==> src/rtl/pipeline_phase_ctrl.sv <==
// Advance controller for the 5-stage pipeline: splits the unified memory into fetch/data slots
// and generates the pipeline-register load/flush strobes, stalls, flushes and halt drain.
module pipeline_phase_ctrl #(
  parameter int unsigned AW        = 32,
  parameter int unsigned DRAIN_ADV = 3
) (
  input  logic          clk,
  input  logic          rst,
  input  logic          load_use_hazard,
  input  logic          branch_taken,
  input  logic          halt_req,
  input  logic [AW-1:0] if_addr,
  input  logic [AW-1:0] mem_addr,
  input  logic          mem_rd,
  input  logic          mem_wr,
  output logic          phase,
  output logic [AW-1:0] mem_port_addr,
  output logic          mem_port_rd,
  output logic          mem_port_wr,
  output logic          pc_load,
  output logic          if_id_load,
  output logic          id_ex_load,
  output logic          ex_mem_load,
  output logic          mem_wb_load,
  output logic          if_id_flush,
  output logic          id_ex_flush,
  output logic          halted
);

  localparam int unsigned CW = (DRAIN_ADV < 1) ? 1 : $clog2(DRAIN_ADV + 1);

  typedef enum logic [1:0] {StRun, StDrain, StHalt} st_e;

  st_e           st_q, st_d;
  logic          phase_q, phase_d;
  logic [CW-1:0] drain_cnt_q, drain_cnt_d;
  logic          adv;

  always_ff @(posedge clk or posedge rst) begin
    if (rst) begin
      st_q        <= StRun;
      phase_q     <= 1'b0;
      drain_cnt_q <= '0;
    end else begin
      st_q        <= st_d;
      phase_q     <= phase_d;
      drain_cnt_q <= drain_cnt_d;
    end
  end

  // The pipeline advances on the edge that closes the data slot.
  assign adv = phase_q & (st_q != StHalt);

  always_comb begin
    st_d        = st_q;
    phase_d     = phase_q;
    drain_cnt_d = drain_cnt_q;
    pc_load     = 1'b0;
    if_id_load  = 1'b0;
    id_ex_load  = 1'b0;
    ex_mem_load = 1'b0;
    mem_wb_load = 1'b0;
    if_id_flush = 1'b0;
    id_ex_flush = 1'b0;

    unique case (st_q)
      StRun: begin
        phase_d = ~phase_q;
        if (adv) begin
          if (branch_taken) begin
            pc_load     = 1'b1;
            if_id_load  = 1'b1;
            id_ex_load  = 1'b1;
            ex_mem_load = 1'b1;
            mem_wb_load = 1'b1;
            if_id_flush = 1'b1;
            id_ex_flush = 1'b1;
          end else if (halt_req) begin
            // PC frozen; the halting instruction proceeds while IF/ID is emptied behind it.
            if_id_load  = 1'b1;
            id_ex_load  = 1'b1;
            ex_mem_load = 1'b1;
            mem_wb_load = 1'b1;
            if_id_flush = 1'b1;
            if (DRAIN_ADV == 0) begin
              st_d = StHalt;
            end else begin
              st_d        = StDrain;
              drain_cnt_d = CW'(DRAIN_ADV);
            end
          end else if (load_use_hazard) begin
            id_ex_load  = 1'b1;
            id_ex_flush = 1'b1;
            ex_mem_load = 1'b1;
            mem_wb_load = 1'b1;
          end else begin
            pc_load     = 1'b1;
            if_id_load  = 1'b1;
            id_ex_load  = 1'b1;
            ex_mem_load = 1'b1;
            mem_wb_load = 1'b1;
          end
        end
      end

      StDrain: begin
        phase_d = ~phase_q;
        if (adv) begin
          if_id_load  = 1'b1;
          if_id_flush = 1'b1;
          id_ex_load  = 1'b1;
          ex_mem_load = 1'b1;
          mem_wb_load = 1'b1;
          drain_cnt_d = drain_cnt_q - CW'(1);
          if (drain_cnt_q == CW'(1)) begin
            st_d = StHalt;
          end
        end
      end

      StHalt: begin
        phase_d = 1'b0;
      end

      default: begin
        st_d    = StRun;
        phase_d = 1'b0;
      end
    endcase
  end

  // Fetch reads are suppressed in reset and once halted.
  always_comb begin
    if (phase_q) begin
      mem_port_addr = mem_addr;
      mem_port_rd   = mem_rd;
      mem_port_wr   = mem_wr;
    end else begin
      mem_port_addr = if_addr;
      mem_port_rd   = ~rst & (st_q != StHalt);
      mem_port_wr   = 1'b0;
    end
  end

  assign phase  = phase_q;
  assign halted = (st_q == StHalt);

endmodule

==> config.mk <==
export PLATFORM = sky130hd
export DESIGN_NAME = pipeline_phase_ctrl
export DESIGN_NICKNAME = d
export VERILOG_FILES = /design/src/rtl/pipeline_phase_ctrl.sv
export SDC_FILE = /design/constraint.sdc
export NUM_CORES = 1
export LEC_CHECK = 0
export BUFFER_PORTS_ARGS = -buffer_cell sky130_fd_sc_hd__buf_2
export CAP_MARGIN = 25
export CORE_UTILIZATION = 30
export CTS_CLUSTER_DIAMETER = 150
export DETAILED_ROUTE_END_ITERATION = 8
export PLACE_DENSITY = 0.81
export SETUP_SLACK_MARGIN = 0.5
export SLEW_MARGIN = 20
export SYNTH_ARGS = -nofsm -noshare
export SYNTH_HDL_FRONTEND = slang
export SYNTH_SLANG_ARGS = --single-unit
==> constraint.sdc <==
create_clock -name clk -period 1.4 [get_ports clk]
set_input_delay 0.21 -clock clk [delete_from_list [all_inputs] [get_ports clk]]
set_output_delay 0.21 -clock clk [all_outputs]
set_load 0.01 [all_outputs]
==> metrics.md <==
| Metric | Value |
|---|---|
| Pre-antenna DRT Iters | `3` |
| Reg2Reg Setup Slack | `30 ps` |
| Slew Viols, Final | `0` |
| Dpl ws | `roughly 110 ps` |
| Reg2reg start | `phase$_DFF_PP0_` |
| Antenna Nets Post-Route | `0` |
| Worst setup path end | `mem_port_addr[23]` |
| Final worst-path cycle share | `109%` |
| CTS tree | `done` |
| Reg2Reg Depth | `5` |
| Antenna violations before repair | `0` |
| Clk pin slew, worst setup/hold paths | `40 ps` |
| ANT cells | `0` |
| Chip height | `about 53 um` |
| Combinational power share | `85.6%` |
| Remaining Overflow, GRT | `0` |
| Final setup viols | `40` |
| Leakage | `between 1 and 1.5 nW` |
| Slowest CP cell | `dfrtp_2` |
| Crit path cell chain | `buf_12, mux2_2, buf_2` |
| Crit-path max cell delay | `410 ps` |
| Slew Limit Headroom | `between 80 and 90%` |
| H-tree Lvls | `1` |
| Placed instance count | `216` |
| Most frequent cells in the layout | `buf_2, buf_6, mux2_4` |
| CTS Buf Count | `3` |
| Mapped Cells | `76` |
| Type of origin of the critical path | `flip-flop` |
| Routed length per placed instance | `~14 um` |
| # IOs | `114` |
| Failing checks | `negative setup slack` |
| Seq pwr share | `9.5%` |
| All-Layer GR Usage | `22.3%` |
| Fin crit period | `1530 ps` |
| Critical path class | `flip-flop to output pin` |
| First-pass GRT wire length | `about 4.5 mm` |
| Met2 wire length | `1.95 mm` |
| Distinct cells, synth | `23` |
| Sw Ratio | `39.6%` |
| Fillers | `206` |
| DRT iter0 DRCs | `15` |
| Crit. End Element | `output pin` |
| Crit path max fanout | `18` |
| Vias per cell | `4.64` |
| Row count | `18` |
| Post-Layout Cell Count | `~230` |
| CP Launch Point | `phase$_DFF_PP0_` |
| Clk buf depth | `2` |
| Psw | `1.31 mW` |
| DR DRC count | `0` |
| Sequential area share after synthesis | `15.8%` |
| Max-cap violations | `0` |
| Synth Register Bits | `5` |
| Fraction of layout cells with a size suffix above 1 | `88.8%` |
| Root buffer cell | `clkbuf_4` |
| Core area | `approximately 0.0025 mm^2` |
| Detailed placement HPWL | `2.45 mm` |
| Top routing layer in use | `met4` |
| Peak VDD IR | `0.00132 V` |
| WP data arrival | `1320 ps` |
| Met3 Wirelength | `272 um` |
| Routability Congestion | `0.664` |
| Port buffer count | `113` |
| Synthesis-to-finish area growth | `126%` |
| Hold Violations, Final | `0` |
| RSZ-0062 raised after global routing | `true` |
| Clk_lat worst skew | `between 200 and 250 ps` |
| CP required | `between 1000 and 1500 ps` |
| Overall routed net length | `3.26 mm` |
| Number of global-route vias before repair | `989` |
| Pin count of the biggest net entering global routing | `19` |
| Syn Area/Cell | `roughly 10 um^2` |
| Most common cell after layout, fill and taps aside | `buf_2` |
| Status | `complete, but fails checks` |
| Die X | `53.4 um` |
| Layout Skew | `0.955 ps` |
| PwrDens | `~1800 mW/mm^2` |
| Worst setup margin | `-128 ps` |
| Worst slew pin tran | `~260 ps` |
| Mapped Area | `between 700 and 800 um^2` |
| RR Endpoint | `drain_cnt_q[1]$_DFFE_PP0P_` |
| Mapped Nets | `~150` |
| Vias | `1,049` |
| Die area | `0.00285 mm^2` |
| Ys Warns | `0` |
| Sink Count | `5` |
| Cell internal pwr | `2.00 mW` |
| Starting Density | `32.0%` |
| Max Clock Freq | `between 600 and 700 MHz` |
| Met1 WL | `1.02 mm` |
| Core Util, Final | `72.5%` |
| Hold Path Class | `primary input to flip-flop` |
| Clock power share | `under 10%` |
| # nets final | `approximately 270` |
[state kept, by name, summed over array words and instances, names as in the netlist]
name         count
phase            1
drain_cnt_q      2
st_q             2
[stage by stage]
stage	hold slack (ps)	instance area, um^2	TNS, ps	power (mW)
2_1_floorplan	-11.5	922	0	2.03
3_3_place_gp	127	1490	0	2.51
3_5_place_dp	133	1490	0	2.55
4_1_cts	363	1770	-3970	3.23
5_1_grt	394	1800	-5350	3.54
6_report	380	1800	-3680	3.31
[critical path: cells and delay by family, from the launching register on]
kind	cells	cell delay, ps
buffers and inverters	2	330
DFF	1	410
muxes	1	340
[logic make-up (layout without fill, tap and decap cells)]
logic type,count (synthesis),after routing,share of synthesized area [%]
multiplexers,32,32,52.5
AND/OR/NAND/NOR,17,17,11.2
buffers and inverters,13,133,11.7
AO/OA/AOI/OAI,8,8,7.26
flip-flops,5,5,15.8
adder cells (fa/ha/maj),1,1,1.58
[cell type report]
type | instances | area [um^2] | area share, %
Timing Repair Buffer | 124 | 865 | 48.2
Multi-Input combinational cell | 58 | 718 | 40.0
Sequential cell | 5 | 128 | 7.11
Tap cell | 30 | 37.5 | 2.09
Clock buffer | 4 | 26.3 | 1.46
Inverter | 5 | 21.3 | 1.18
[synth_stat cells]
library cell | instances | area share [%]
ha_1 | 1 | 1.6
mux2_2 | 17 | 24
a21oi_2 | 1 | 1.1
a21oi_1 | 3 | 1.9
o21bai_1 | 1 | 0.95
and2_1 | 1 | 0.79
buf_4 | 3 | 2.8
nand2_2 | 1 | 0.79
nor2b_1 | 1 | 0.79
buf_2 | 2 | 1.3
nor3_1 | 3 | 1.9
nand2b_1 | 3 | 2.4
nand2_1 | 2 | 0.95
buf_8 | 2 | 3.8
inv_1 | 5 | 2.4
nor2_1 | 5 | 2.4
dfrtp_1 | 5 | 16
o32a_1 | 1 | 1.3
nor4bb_1 | 1 | 1.3
buf_6 | 1 | 1.4
mux2_4 | 15 | 28
o31ai_1 | 1 | 0.95
o22a_1 | 1 | 1.1
[what timing repair did]
item | CTS | global route
hold endpoints to repair | 5 | 0
endpoints found under the setup margin | 47 | 47
pin swaps | 0 | 3
hold buffers | 1 | 0
cloned | 0 | 0
gates resized for setup | 38 | 3
setup buffers | 3 | 2
[power by group through the flow]
stage | clock network (mW) | logic, mW | registers [mW]
after floorplan | 0 | 1.76 | 0.270
after global placement | 0 | 2.20 | 0.314
after detailed placement | 0 | 2.23 | 0.316
after CTS | 0.172 | 2.75 | 0.316
after global routing | 0.181 | 3.03 | 0.323
final | 0.164 | 2.83 | 0.314
[layer usage]
layer	track usage, %	up-vias
li1	-	507
met1	19.5	489
met2	47.3	51
met3	6.03	2
met4	6.14	0
met5	0	-
[worst min-delay path by stage]
| stage | from | to | depth (start not counted) |
|---|---|---|---|
| after floorplan | rst | drain_cnt_q[0]$_DFFE_PP0P_ | 1 |
| after global placement | rst | st_q[1]$_DFFE_PP0P_ | 2 |
| after detailed placement | rst | st_q[1]$_DFFE_PP0P_ | 2 |
| after CTS | branch_taken | st_q[0]$_DFFE_PP0P_ | 4 |
| after global routing | branch_taken | st_q[0]$_DFFE_PP0P_ | 4 |
| final | branch_taken | st_q[0]$_DFFE_PP0P_ | 4 |
(Power assumes the default switching activity.)
